## src/rtl/cpuDefine.sv

```systemverilog
// Shared types for the iterative divider.
//   DATA_W      : default operand/result width
//   DType       : DATA_W-bit data word
//   div_state_e : divider sequencing states
package cpuDefine;

  localparam int DATA_W = 32;

  typedef logic [DATA_W-1:0] DType;

  typedef enum logic [1:0] {
    IDLE,
    CALC,
    DONE
  } div_state_e;

endpackage

```

## src/rtl/div_step.sv

```systemverilog
// One radix-2 restoring division iteration (purely combinational).
//   rem_i     : partial remainder (always < divisor, so WIDTH bits hold it)
//   quo_i     : dividend bits still to shift in (MSB first) / quotient bits so far
//   divisor_i : divisor magnitude
//   rem_o     : next partial remainder
//   quo_o     : next {remaining dividend, quotient} word, new quotient bit in LSB
module div_step #(
  parameter int WIDTH = 32
) (
  input  logic [WIDTH-1:0] rem_i,
  input  logic [WIDTH-1:0] quo_i,
  input  logic [WIDTH-1:0] divisor_i,
  output logic [WIDTH-1:0] rem_o,
  output logic [WIDTH-1:0] quo_o
);

  logic [WIDTH:0] rem_sh;
  logic [WIDTH:0] trial;
  logic           trial_ge;

  // Shifted remainder is WIDTH+1 bits; since it is below 2*divisor the
  // difference fits WIDTH+1 bits signed, so its MSB is the borrow.
  assign rem_sh   = {rem_i, quo_i[WIDTH-1]};
  assign trial    = rem_sh - {1'b0, divisor_i};
  assign trial_ge = ~trial[WIDTH];

  assign rem_o = trial_ge ? trial[WIDTH-1:0] : rem_sh[WIDTH-1:0];
  assign quo_o = {quo_i[WIDTH-2:0], trial_ge};

endmodule

```

## src/rtl/div_iter.sv

```systemverilog
// Multi-cycle radix-2 restoring divider, signed or unsigned, one quotient
// bit per clock. Returns quotient and remainder together.
//   aclk, aresetn       : clock, async active-low reset
//   en                  : request level, held by the ALU for the whole op
//   is_signed           : two's-complement operands/results when 1
//   dividend, divisor   : operands, sampled only at start
//   quotient, remainder : registered results, held until the next op's load
//   complete            : one-cycle pulse, results valid
//
// state | meaning
// ------+-----------------------------------------------------------
// IDLE  | waiting for en; latches operand magnitudes and sign info
// CALC  | WIDTH iterations; en low aborts back to IDLE, outputs kept
// DONE  | complete high for this cycle only; always returns to IDLE
module div_iter
  import cpuDefine::*;
#(
  parameter int WIDTH = DATA_W
) (
  input  logic             aclk,
  input  logic             aresetn,
  input  logic             en,
  input  logic             is_signed,
  input  logic [WIDTH-1:0] dividend,
  input  logic [WIDTH-1:0] divisor,
  output logic [WIDTH-1:0] quotient,
  output logic [WIDTH-1:0] remainder,
  output logic             complete
);

  localparam int                CNT_W     = $clog2(WIDTH) + 1;
  localparam logic [CNT_W-1:0]  LAST_ITER = CNT_W'(WIDTH - 1);

  div_state_e       state_q;
  logic [CNT_W-1:0] cnt_q;
  logic [WIDTH-1:0] rem_q;
  logic [WIDTH-1:0] quo_q;
  logic [WIDTH-1:0] dvs_q;
  logic             neg_quo_q;
  logic             neg_rem_q;
  logic             div_zero_q;
  logic [WIDTH-1:0] quotient_q;
  logic [WIDTH-1:0] remainder_q;
  logic             complete_q;

  logic             a_neg;
  logic             b_neg;
  logic [WIDTH-1:0] a_abs;
  logic [WIDTH-1:0] b_abs;
  logic [WIDTH-1:0] rem_d;
  logic [WIDTH-1:0] quo_d;
  logic [WIDTH-1:0] quo_fix;
  logic [WIDTH-1:0] rem_fix;

  assign a_neg = is_signed & dividend[WIDTH-1];
  assign b_neg = is_signed & divisor[WIDTH-1];
  // The most negative value maps onto itself, which is the correct
  // unsigned magnitude, so no special case is needed.
  assign a_abs = a_neg ? (WIDTH'(0) - dividend) : dividend;
  assign b_abs = b_neg ? (WIDTH'(0) - divisor)  : divisor;

  div_step #(
    .WIDTH(WIDTH)
  ) u_step (
    .rem_i    (rem_q),
    .quo_i    (quo_q),
    .divisor_i(dvs_q),
    .rem_o    (rem_d),
    .quo_o    (quo_d)
  );

  // With a zero divisor every trial succeeds, so the magnitude path yields
  // all-ones and |dividend|; restoring the dividend's sign on the remainder
  // gives back the dividend as presented, only the quotient is forced.
  assign quo_fix = div_zero_q ? '1 : (neg_quo_q ? (WIDTH'(0) - quo_d) : quo_d);
  assign rem_fix = neg_rem_q ? (WIDTH'(0) - rem_d) : rem_d;

  always_ff @(posedge aclk or negedge aresetn) begin
    if (!aresetn) begin
      state_q     <= IDLE;
      cnt_q       <= '0;
      rem_q       <= '0;
      quo_q       <= '0;
      dvs_q       <= '0;
      neg_quo_q   <= 1'b0;
      neg_rem_q   <= 1'b0;
      div_zero_q  <= 1'b0;
      quotient_q  <= '0;
      remainder_q <= '0;
      complete_q  <= 1'b0;
    end else begin
      complete_q <= 1'b0;
      case (state_q)
        IDLE: begin
          if (en) begin
            rem_q      <= '0;
            quo_q      <= a_abs;
            dvs_q      <= b_abs;
            neg_quo_q  <= a_neg ^ b_neg;
            neg_rem_q  <= a_neg;
            div_zero_q <= (divisor == '0);
            cnt_q      <= '0;
            state_q    <= CALC;
          end
        end
        CALC: begin
          if (!en) begin
            state_q <= IDLE;
          end else begin
            rem_q <= rem_d;
            quo_q <= quo_d;
            cnt_q <= cnt_q + CNT_W'(1);
            if (cnt_q == LAST_ITER) begin
              quotient_q  <= quo_fix;
              remainder_q <= rem_fix;
              complete_q  <= 1'b1;
              state_q     <= DONE;
            end
          end
        end
        DONE: begin
          state_q <= IDLE;
        end
        default: begin
          state_q <= IDLE;
        end
      endcase
    end
  end

  assign quotient  = quotient_q;
  assign remainder = remainder_q;
  assign complete  = complete_q;

endmodule

```

## config.mk

```make
export PLATFORM = sky130hd
export DESIGN_NAME = div_iter
export DESIGN_NICKNAME = d
export VERILOG_FILES = /design/src/rtl/cpuDefine.sv /design/src/rtl/div_step.sv /design/src/rtl/div_iter.sv
export SDC_FILE = /design/constraint.sdc
export NUM_CORES = 1
export LEC_CHECK = 0
export ABC_CLOCK_PERIOD_IN_PS = 4800
export BUFFER_PORTS_ARGS = -buffer_cell sky130_fd_sc_hd__buf_2
export CELL_PAD_IN_SITES_DETAIL_PLACEMENT = 1
export CELL_PAD_IN_SITES_GLOBAL_PLACEMENT = 2
export CORE_MARGIN = 10
export CORE_UTILIZATION = 32
export CTS_CLUSTER_DIAMETER = 40
export DETAILED_ROUTE_END_ITERATION = 7
export PLACE_DENSITY_LB_ADDON = 0.15
export SYNTH_ARGS = -nofsm -noshare
export SYNTH_HDL_FRONTEND = slang
export SYNTH_SLANG_ARGS = --single-unit
```

## constraint.sdc

```tcl
create_clock -name aclk -period 4.8 [get_ports aclk]
set_clock_uncertainty 0.05 [all_clocks]
set_input_delay 0.24 -clock aclk [delete_from_list [all_inputs] [get_ports aclk]]
set_output_delay 0.24 -clock aclk [all_outputs]
set_load 0.02 [all_outputs]
```

==> results by group <==
Route
  • Initial DRC count: between 500 and 600
  • ANT nets after route: 0
  • DRT Pass-1 Iters: 5
  • Vias per inst: 5.33
  • # DRC: 0
  • DR WL/cell: just over 20 um
  • DR vias: 10956
  • Met3 WL: between 1000 and 1500 um
  • Post-Route WL: 41700 um
  • Highest metal layer with signal wires: met5
  • Met2 Wirelength: 19200 um
  • Met1 wire length: 20800 um

Setup path
  • Worst Path Arrival: 4800 ps
  • CP max FO: 7
  • Crit start category: register
  • Reg-to-reg setup timing slack: 290 ps
  • Critical Path RT: 5090 ps
  • WS Path Type: register to register
  • Crit. End Element: register

Synthesis
  • Number of synthesized flops with an enable pin: 0
  • Synth Cell Area: 0.0118 mm2
  • Ys async rst share: 1.00
  • Ys flop type: dfrtp_1
  • Yosys warns: 0
  • Syn_nets: 1578
  • Syn Inst Count: 1472
  • Library cells used by synthesis: 75
  • Register area share after synthesis: 0.365
  • Average instance area after synthesis: 8.00 um2
  • #FFs+latches synth: 172

STA
  • RSZ-0062 raised after global routing: false
  • Slew headroom: 0.208
  • Setup TNS Final: 0 ps
  • Final setup viols: 0
  • Worst-margin pin slew: 1180 ps
  • Final setup margin: 290 ps
  • Final hold vios: 0
  • Final Critical Period: 4510 ps
  • Count of pins over their slew limit: 0
  • Max Fclk: ~0.22 GHz
  • Fin crit share: 0.939

Cells and area
  • Net total in the final layout: ~1700
  • Fillers: 4469
  • Layout Cells excl Fill: 2057
  • Area of the multi-input gates: 0.00699 mm2
  • Layout cell share with drive strength beyond 1: 0.138
  • Antenna diode count: 0
  • Commonest non-fill, non-tap cell in the layout: nand2_1
  • Area grow syn2layout: 15.3%
  • Storage cell area: 0.00431 mm2
  • Most frequent cells in the layout: nand2_1 (219), o21ai_0 (181), dfrtp_1 (171)

CTS
  • TritonCTS clock tree: done
  • Clock Latency Late Sink: 460 ps
  • CTS Root Cell: clkbuf_16
  • CTS sink cnt: 172
  • H-tree level count: 4
  • Longest Clk Path Bufs: 2
  • Worst-path clk slew: 80 ps
  • CTS Buf Count: 17

Floorplanning
  • Die Y-Extent: about 210 um
  • Die boundary width: 212 um
  • Rows: 70
  • Initial Utilization: 0.323
  • Core area: 0.0364 mm2
  • # IOs: 133
  • Die area: 0.0449 mm2

Power
  • Peak supply drop: 0.000445 V
  • LEAKAGE: around 6 nW
  • Final Power: 8.66 mW
  • Pwr dens: 638 mW/mm2

Placed design
  • Worst slack, placed: approximately 120 ps
  • Gpl congestion: about 0.82
  • Post-Place Cells: 2020
  • Buffers on Ports: 132
  • Hpwl dp: 32400 um

Global route
  • Total GRT Usage: 0.187
  • Global-route wire length before repair: ~66000 um
  • Total grt overflow: 0
  • Vias in the first global route: between 10000 and 15000
  • Initial antenna violation count: 1
  • Largest net degree at the start of global routing: between 100 and 150

Worst hold path
  • Worst min path class: input port to register

Flow run
  • Max-Cap Viols: 0

Run status
  • Status: complete, no violations
layer usage:
layer / vias up / global-route usage
met1: 5407 / 0.258
met3: 29 / 0.0334
li1: 5387 / -
met4: 2 / 0.0404
met2: 131 / 0.299
met5: - / 0
repair_timing:
| item | 4_1_cts | 5_1_grt |
|---|---|---|
| hold buffers | 1 | 0 |
| endpoints found under the setup margin | 0 | 9 |
| setup buffers | 0 | 4 |
| gates resized for setup | 0 | 6 |
| hold endpoints to repair | 59 | 0 |
power breakdown:
part	total, mW	switching [mW]	leakage, nW	internal (mW)
registers	1.96	0.305	2.28	1.66
clock network	1.50	0.663	0.284	0.838
logic	5.20	3.26	3.50	1.93
total	8.66	4.23	6.07	4.43
flip-flops by register name (all words and copies together) (netlist names), 2 cells and up:
register / count
cnt_q: 6
dvs_q: 32
quo_q: 32
quotient: 32
remainder: 32
rem_q: 32
state_q: 2
final cells by class:
class / instances / share of cell area
clock buffers: 20 / 0.0329
clock inverters: 12 / 0.0118
inverters: 59 / 0.0166
multi-input cells: 1169 / 0.514
flip-flops and latches: 172 / 0.317
well taps: 468 / 0.0431
repair buffers: 157 / 0.0643
cells in the mapped netlist, types with 4 or more instances:
master | count | area share
nand2_1 | 221 | 0.070
o21ai_0 | 181 | 0.077
dfrtp_1 | 172 | 0.37
a21oi_1 | 131 | 0.056
nor2_1 | 126 | 0.040
xnor2_1 | 72 | 0.054
xor2_1 | 69 | 0.051
inv_1 | 57 | 0.018
clkbuf_1 | 55 | 0.018
ha_1 | 37 | 0.039
nor3_1 | 34 | 0.014
or3_1 | 23 | 0.012
o31ai_1 | 22 | 0.014
nor4_1 | 20 | 0.011
mux2i_1 | 19 | 0.016
nand3_1 | 17 | 0.0072
o21ai_1 | 17 | 0.0072
o41ai_1 | 15 | 0.011
a21o_1 | 14 | 0.0089
o21a_1 | 12 | 0.0076
a31oi_1 | 8 | 0.0042
nand2b_1 | 8 | 0.0042
or4_1 | 8 | 0.0051
a211oi_1 | 7 | 0.0045
and2_1 | 7 | 0.0037
buf_2 | 7 | 0.0030
buf_1 | 6 | 0.0019
nand4_1 | 6 | 0.0032
o22ai_1 | 6 | 0.0032
and3_1 | 5 | 0.0027
nor2b_1 | 5 | 0.0027
o211ai_1 | 5 | 0.0032
o21bai_1 | 5 | 0.0032
o221ai_1 | 4 | 0.0030
o31a_1 | 4 | 0.0030
or2_2 | 4 | 0.0021
worst max-delay path, cell delays in order (launching register included):
cell and delay (ps):
dfrtp_1 390, inv_1 70, ha_1 220, fa_1 420, nand2b_1 210, a211oi_2 320, o21ai_2 150, a211oi_4 290
nor3_2 140, nor2_4 160, clkinvlp_4 160, buf_4 200, a21oi_2 170, ha_2 230, o21ai_1 160, a211o_1 370
nor3_2 210, mux2i_1 90, or3_1 360
through the flow:
step | hold WS [ps] | utilization | cell area [um2]
after floorplan | -106 | - | 11800
after global placement | 219 | 0.354 | 12900
after detailed placement | 219 | 0.354 | 12900
after CTS | 7.18 | 0.371 | 13500
after global routing | 37.9 | 0.373 | 13600
final | 31.9 | 0.373 | 13600
cells by family after synthesis:
group                      synth area share
buffers and inverters                0.0444
xor gates and xnor gates              0.105
AOI/OAI and AO/OA                     0.235
muxes                                0.0171
and+or+nand+nor                       0.192
adders and majority gates            0.0410
DFF                                   0.365
worst paths after layout:
kind	from	endpoint	depth (start not counted)
worst min-delay path	divisor[1]	dvs_q[1]	3
worst max register to register	quo_q[31]	remainder[30]	18
worst min register to register	dvs_q[4]	dvs_q[4]	2
worst max-delay path	quo_q[31]	remainder[30]	18
max in group asynchronous	aresetn	dvs_q[10]	3
min in group asynchronous	aresetn	quotient[6]	2
(Power assumes the default switching activity.)
